### src/rtl/div_if.sv
// div_if: divide request/response bundle between execute stage (master) and div_seq (slave)
interface div_if #(parameter int WIDTH = 32);
  logic start;
  logic signed_div;
  logic [WIDTH-1:0] opa;
  logic [WIDTH-1:0] opb;
  logic annul;
  logic stall_div;
  logic ready;
  logic [2*WIDTH-1:0] result;
  modport master(output start, signed_div, opa, opb, annul, input stall_div, ready, result);
  modport slave(input start, signed_div, opa, opb, annul, output stall_div, ready, result);
endinterface

### src/rtl/div_seq.sv
// div_seq: multi-cycle radix-2 restoring DIV/DIVU; ports clk, rst, d (div_if.slave: start/signed_div/opa/opb/annul in, stall_div/ready/result={rem,quot} out)
module div_seq #(parameter int WIDTH = 32) (
  input logic clk,
  input logic rst,
  div_if.slave d
);
  localparam int CW = $clog2(WIDTH);
  typedef enum logic [1:0] {IDLE, DIVZERO, DIVON, DIVEND} state_t;
  state_t state, state_n;
  logic [CW-1:0] cnt;
  logic [WIDTH-1:0] rem, quot, dvs, abs_a, abs_b, rem_n, quot_n;
  logic [WIDTH:0] w, diff;
  logic sdiv, sa, sb, rdy, accept, last;
  logic [2*WIDTH-1:0] res;
  assign accept = state == IDLE && d.start && !d.annul;
  assign last = cnt == CW'(WIDTH - 1);
  assign abs_a = (d.signed_div && d.opa[WIDTH-1]) ? -d.opa : d.opa;
  assign abs_b = (d.signed_div && d.opb[WIDTH-1]) ? -d.opb : d.opb;
  // one restoring step; the borrow out of diff decides whether to subtract
  assign w = {rem, quot[WIDTH-1]};
  assign diff = w - {1'b0, dvs};
  assign rem_n = diff[WIDTH] ? w[WIDTH-1:0] : diff[WIDTH-1:0];
  assign quot_n = {quot[WIDTH-2:0], ~diff[WIDTH]};
  always_ff @(posedge clk) state <= rst ? IDLE : state_n;
  always_comb begin
    state_n = d.annul ? IDLE :
              state == IDLE ? (d.start ? (d.opb == '0 ? DIVZERO : DIVON) : IDLE) :
              state == DIVZERO ? DIVEND :
              state == DIVON ? (last ? DIVEND : DIVON) : IDLE;
  end
  always_comb begin
    d.stall_div = d.start & ~rdy & ~d.annul;
    d.ready = rdy;
    d.result = res;
  end
  always_ff @(posedge clk) begin
    if (rst) begin
      {sdiv, sa, sb, rdy} <= '0;
      {rem, quot, dvs, cnt, res} <= '0;
    end else begin
      rdy <= state_n == DIVEND;
      if (accept) begin
        sdiv <= d.signed_div;
        sa <= d.opa[WIDTH-1];
        sb <= d.opb[WIDTH-1];
        dvs <= abs_b;
        rem <= '0;
        quot <= abs_a;
        cnt <= '0;
      end else if (state == DIVON) begin
        rem <= rem_n;
        quot <= quot_n;
        cnt <= d.annul ? '0 : cnt + 1'b1;
      end else if (d.annul) cnt <= '0;
      // quotient negated on sign mismatch, remainder follows the dividend sign
      if (state == DIVON && last && !d.annul)
        res <= {(sdiv & sa) ? -rem_n : rem_n, (sdiv & (sa ^ sb)) ? -quot_n : quot_n};
      else if (state == DIVZERO && !d.annul) res <= '0;
    end
  end
endmodule
### src/flat_wrapper.sv
// flat-port wrapper written by rule: the top's interface ports become plain ports
module div_seq_flat 
#(parameter int WIDTH = 32)
  (clk, rst, d_start, d_signed_div, d_opa, d_opb, d_annul, d_stall_div, d_ready, d_result);
  div_if #(.WIDTH(WIDTH)) d_i ();
  input logic clk;
  input logic rst;
  input wire logic [$bits(d_i.start)-1:0] d_start;
  input wire logic [$bits(d_i.signed_div)-1:0] d_signed_div;
  input wire logic [$bits(d_i.opa)-1:0] d_opa;
  input wire logic [$bits(d_i.opb)-1:0] d_opb;
  input wire logic [$bits(d_i.annul)-1:0] d_annul;
  output wire logic [$bits(d_i.stall_div)-1:0] d_stall_div;
  output wire logic [$bits(d_i.ready)-1:0] d_ready;
  output wire logic [$bits(d_i.result)-1:0] d_result;
  assign d_i.start = d_start;
  assign d_i.signed_div = d_signed_div;
  assign d_i.opa = d_opa;
  assign d_i.opb = d_opb;
  assign d_i.annul = d_annul;
  assign d_stall_div = d_i.stall_div;
  assign d_ready = d_i.ready;
  assign d_result = d_i.result;
  div_seq #(.WIDTH(WIDTH)) u_core (.clk(clk), .rst(rst), .d(d_i));
endmodule
### config.mk
export PLATFORM = sky130hd
export DESIGN_NAME = div_seq_flat
export DESIGN_NICKNAME = d
export VERILOG_FILES = /design/src/rtl/div_if.sv /design/src/rtl/div_seq.sv /design/src/flat_wrapper.sv
export SDC_FILE = /design/constraint.sdc
export NUM_CORES = 1
export LEC_CHECK = 0
export ABC_AREA = 1
export CORE_MARGIN = 4
export CORE_UTILIZATION = 44
export CTS_BUF_LIST = sky130_fd_sc_hd__clkbuf_16
export CTS_CLUSTER_SIZE = 40
export DETAILED_ROUTE_END_ITERATION = 8
export PLACE_DENSITY_LB_ADDON = 0.2
export SYNTH_ARGS = -nofsm -noshare
export SYNTH_HDL_FRONTEND = slang
export SYNTH_SLANG_ARGS = --single-unit
### constraint.sdc
create_clock -name clk -period 10.7 [get_ports clk]
set_input_delay 1.605 -clock clk [delete_from_list [all_inputs] [get_ports clk]]
set_output_delay 1.605 -clock clk [all_outputs]
set_load 0.01 [all_outputs]
# After elaboration in Yosys (flattened, before gate mapping)
# Index checks and enable logic that the tools add are counted.
# word_totals
in_bits,69
wordCells,61
register_bits,171
# op_classes
n_mux,19
bitwise,8
n_eq_ne,4
n_reduce_logical,14
n_addsub,6
# op_table
cell,n
$mux W32,7
$mux W64,2
$neg A32 Y32,4
$sub A33 B32 Y33,1
$logic_not A32 Y1,1
$mux W5,3
$mux W2,6
$logic_and A1 B1 Y1,7
$reduce_bool A2 Y1,3
$add A5 B1 Y5 const B,1
$eq A5 B5 Y1 const B,1
$and A1 B1 Y1,4
$eq A2 B2 Y1 const B,2
$not A1 Y1,3
$eq A2 B1 Y1 const B,1
$logic_not A2 Y1,1
$reduce_or A2 Y1,1
$logic_not A1 Y1,1
$mux W1,1
$xor A1 B1 Y1,1

# Depth between registers and ports, before layout
# logic_depth
ltp_word,7
mapped_depth,30

# Worst setup path before layout
# Ideal clock, no wire load.
# synth_path
path_type,register to register
from,register u_core.quot[31]
to,register u_core.res[28] (netlist: u_core.d.result[28])
setup_ps,70
path_stages_with_launch,31
synth_period_minus_slack_ps,4109
arrival_time_ps,4038
setup_slack_ps,6591
t_required_ps,10630
n_path_buf,2
path_cell_list,dfxtp_1 -> inv_1 -> ha_1 -> fa_1 -> inv_1 -> nand2_1 -> nand2_1 -> nand3_1 -> nand2_1 -> nand2_1 -> nand2_2 -> nand2_4 -> nand2_4 -> nand2_4 -> nand2_8 -> buf_12 -> buf_6 -> ha_1 -> inv_1 -> nor3_1 -> inv_1 -> nor3_1 -> nand3_1 -> nor3_1 -> nand3_1 -> o21ai_1 -> nand2_1 -> a21oi_1 -> o21ai_0 -> a21o_1 -> a21oi_1
# synth_between
elab_chain_cells,5
# synth_rtl
item,line,rtl
"start, declared",div_seq.sv:11,"logic [WIDTH-1:0] rem, quot, dvs, abs_a, abs_b, rem_n, quot_n;"
"start signal, assigned",div_seq.sv:48,quot <= abs_a;
"start signal, assigned",div_seq.sv:52,quot <= quot_n;
$sub A33 B32 Y33,div_seq.sv:21,"assign diff = w - {1'b0, dvs};"
$not A1 Y1,div_seq.sv:23,"assign quot_n = {quot[WIDTH-2:0], ~diff[WIDTH]};"
$neg A32 Y32,div_seq.sv:57,"res <= {(sdiv & sa) ? -rem_n : rem_n, (sdiv & (sa ^ sb)) ? -quot_n : quot_n};"
$mux W32,div_seq.sv:57,
$mux W64,div_seq.sv:56,if (state == DIVON && last && !d.annul)
"end signal, assigned",div_seq.sv:57,
"end, declared",div_seq.sv:14,logic [2*WIDTH-1:0] res;
# No other way between the ends.
# A chain may end at the register's enable or synchronous reset.

# Final worst setup path
# Same ends and word-level chain as after synthesis.

==> results.tsv <==
metric	value	unit
drive_gt1_share	5.64	%
setup_ws	5.87	ns
skew	0.0192	ns
worst_setup_path_end_kind	flip-flop	
cts_resized	0	
antenna_found_initial	0	
cp_slowest_stage_delay	0.41	ns
clock-sinks	171	
grt_max_degree	95	
numPortBuffers	134	
ant_nets	0	
max_slew_margin	29.9	%
track_usage	26.1	%
timing.final.crit_share	45.2	%
routedWlPerCell	15.9	microns
die_h	179	microns
worstSetupPathType	flip-flop to flip-flop	
grt_pass1_wl	66.4	mm
fin_hold_ws	0.465	ns
via_per_inst	5.28	
syn_area_per_cell	6.02	sq um
clk_latency	0.45	ns
max_freq	207	MHz
routed_wl	41.7	mm
slew_viol_final	0	
pre_cts_ws	5.94	ns
worst_slew_pin_slew	1.05	ns
hp-class	flip-flop to flip-flop	
met2_length	20.3	mm
synth_warnings	0	
crit_required	11.06	ns
fin_nets	2333	
dpl.hpwl	33.1	mm
crit_path_top_delay_cell	fa_1	
tns	0	ns
rsz0062_at_grt	false	
hold_viol	0	
p_leak	7.06	nW
maxUsedRoutingLayer	met4	
drt_pass1_iterations	7	
ys_seq_elements	171	
rows	62	
numCtsBuffers	17	
drcViolationCount	0	
setup-violations-final	0	
die_area	0.0319	sq mm
max_cap_violations	0	
fp.dieW	179	microns
core-area	0.0287	sq mm
fin_crit	4.83	ns
syn_inst	2128	
fillers	3077	
first_global_vias	12800	
drtIter0Drc	1152	
post_cts_buffers	0	
ir_worst_vdd	0.135	mV
yosysUniqueCellTypes	54	
status	completed	
syn_area	0.0128	sq mm
vias	13800	
io_pins	135	
cts.clk_slew.worst_paths	0.08	ns
syn_nets	2239	
area_growth	16.8	%
cts_tree	built	
cts_buffer_depth	2	
initial_utilization	44.6	%
h-tree-depth	4	
start_kind	flip-flop	
synthFlopType	dfxtp_1	
root_buffer	clkbuf_16	
diodes	0	
ys_async_sr_fraction	0	%
arrival	5.19	ns
synth_enable_flop_cells	0	
power_density	145	mW/mm^2
detailroute.wirelength.met3	1.78	mm
wl_met1	18.8	mm
holdBufCountCts	0	
yosysSeqAreaShare	26.7	%
cpMostUsedCell	nand2_1	
gp_congestion	1.02	
path_max_fanout	54	
gr-total-overflow	0	
cell usage after synthesis, types with 8 or more instances:
cell type  count  area share (%)
nand2_1      588              17
nand4_1       23             1.1
a31oi_1       21             1.0
nor4_1         8            0.39
a21oi_1      184             7.2
o21ai_1        8            0.31
o22ai_1       31             1.5
nand3_1      141             5.5
nor3_1        35             1.4
dfxtp_1      171              27
inv_1        318             9.3
nand2_2       31             1.5
clkinv_1       8            0.23
o211ai_1      11            0.64
clkbuf_1      54             1.6
xnor2_1       11            0.75
nand3b_1      11            0.64
xor2_1        17             1.2
ha_1          41             4.0
o21ai_0      141             5.5
nor2_1       183             5.4
sequential cells by signal, indices dropped and copies added, names as in the netlist:
register / count
u_core.dvs: 32
u_core.sb: 1
u_core.cnt: 5
u_core.d.result: 64
u_core.sa: 1
u_core.sdiv: 1
u_core.quot: 32
u_core.rem: 32
u_core.state: 2
u_core.d.ready: 1
critical path, delay by kind of cell, from the launching register on:
kind / cells / cell delay [ns]
and+or+nand+nor: 16 / 2.38
DFF: 1 / 0.36
buffers and inverters: 4 / 0.30
adders and majority gates: 3 / 0.85
AOI/OAI and AO/OA: 5 / 0.84
layout by cell type, fill, tap and decap left out, types with 6 or more instances in the layout:
| cell type | netlist | final |
|---|---|---|
| o211ai_1 | 11 | 11 |
| nand3b_1 | 11 | 11 |
| clkinv_1 | 8 | 8 |
| nand3_1 | 141 | 141 |
| o22ai_1 | 31 | 31 |
| nand2_1 | 588 | 588 |
| nor2_1 | 183 | 183 |
| clkbuf_16 | 0 | 17 |
| nand2_4 | 7 | 7 |
| o21ai_0 | 141 | 141 |
| a21oi_1 | 184 | 184 |
| nor4_1 | 8 | 8 |
| inv_2 | 6 | 6 |
| nand4_1 | 23 | 23 |
| xor2_1 | 17 | 17 |
| xnor2_1 | 11 | 11 |
| ha_1 | 41 | 41 |
| inv_1 | 318 | 318 |
| dfxtp_1 | 171 | 171 |
| a31oi_1 | 21 | 21 |
| nand2_2 | 31 | 31 |
| buf_4 | 1 | 11 |
| nor3_1 | 35 | 34 |
| clkdlybuf4s50_1 | 0 | 133 |
| o21ai_1 | 8 | 8 |
worst paths after layout:
path	from	cells past startpoint	endpoint	slack, ns
max	u_core.quot[31]	28	u_core.d.result[28]	5.87
min reg2reg	u_core.d.result[55]	2	u_core.d.result[55]	0.46
max reg2reg	u_core.quot[31]	28	u_core.d.result[28]	5.87
min	u_core.d.result[55]	2	u_core.d.result[55]	0.46
layout make-up:
| type | count | area, sq um | area share (%) |
|---|---|---|---|
| tap | 384 | 480 | 3.21 |
| sequential | 171 | 3420 | 22.9 |
| clock inverter | 15 | 174 | 1.16 |
| inverter | 332 | 1250 | 8.33 |
| multi-input combinational | 1555 | 7790 | 52.1 |
| clock buffer | 17 | 425 | 2.84 |
| timing repair buffer | 145 | 1420 | 9.48 |
routing by layer:
layer,GRT usage (%),up-vias
met5,0,-
met4,6.11,0
met3,2.92,47
met2,45.9,374
met1,34.3,6360
li1,-,7053
cell families after synthesis:
family          share of synthesized area, %
flops                                   26.7
simple gates                            36.2
xor+xnor                                1.91
buf+inv                                 12.5
fa+ha+maj                               4.16
compound gates                          18.5
power breakdown:
| part | switching (mW) | total, mW | internal (mW) |
|---|---|---|---|
| Sequential | 0.0191 | 0.676 | 0.657 |
| Combinational | 0.595 | 0.858 | 0.263 |
| Clock | 0.307 | 0.642 | 0.335 |
through the flow:
| stage | cell area, sq um | util (%) | power (mW) | std cells |
|---|---|---|---|---|
| 3_5_place_dp | 14400 | 50.0 | 1.54 | 2587 |
| 5_1_grt | 15000 | 52.1 | 2.32 | 2619 |
| 2_1_floorplan | 12800 | - | 1.34 | 2128 |
| 6_report | 15000 | 52.1 | 2.18 | 2619 |
| 4_1_cts | 15000 | 52.1 | 2.18 | 2619 |
| 3_3_place_gp | 14400 | 50.0 | 1.53 | 2587 |
No activity file was read; power rests on OpenSTA's default activity.
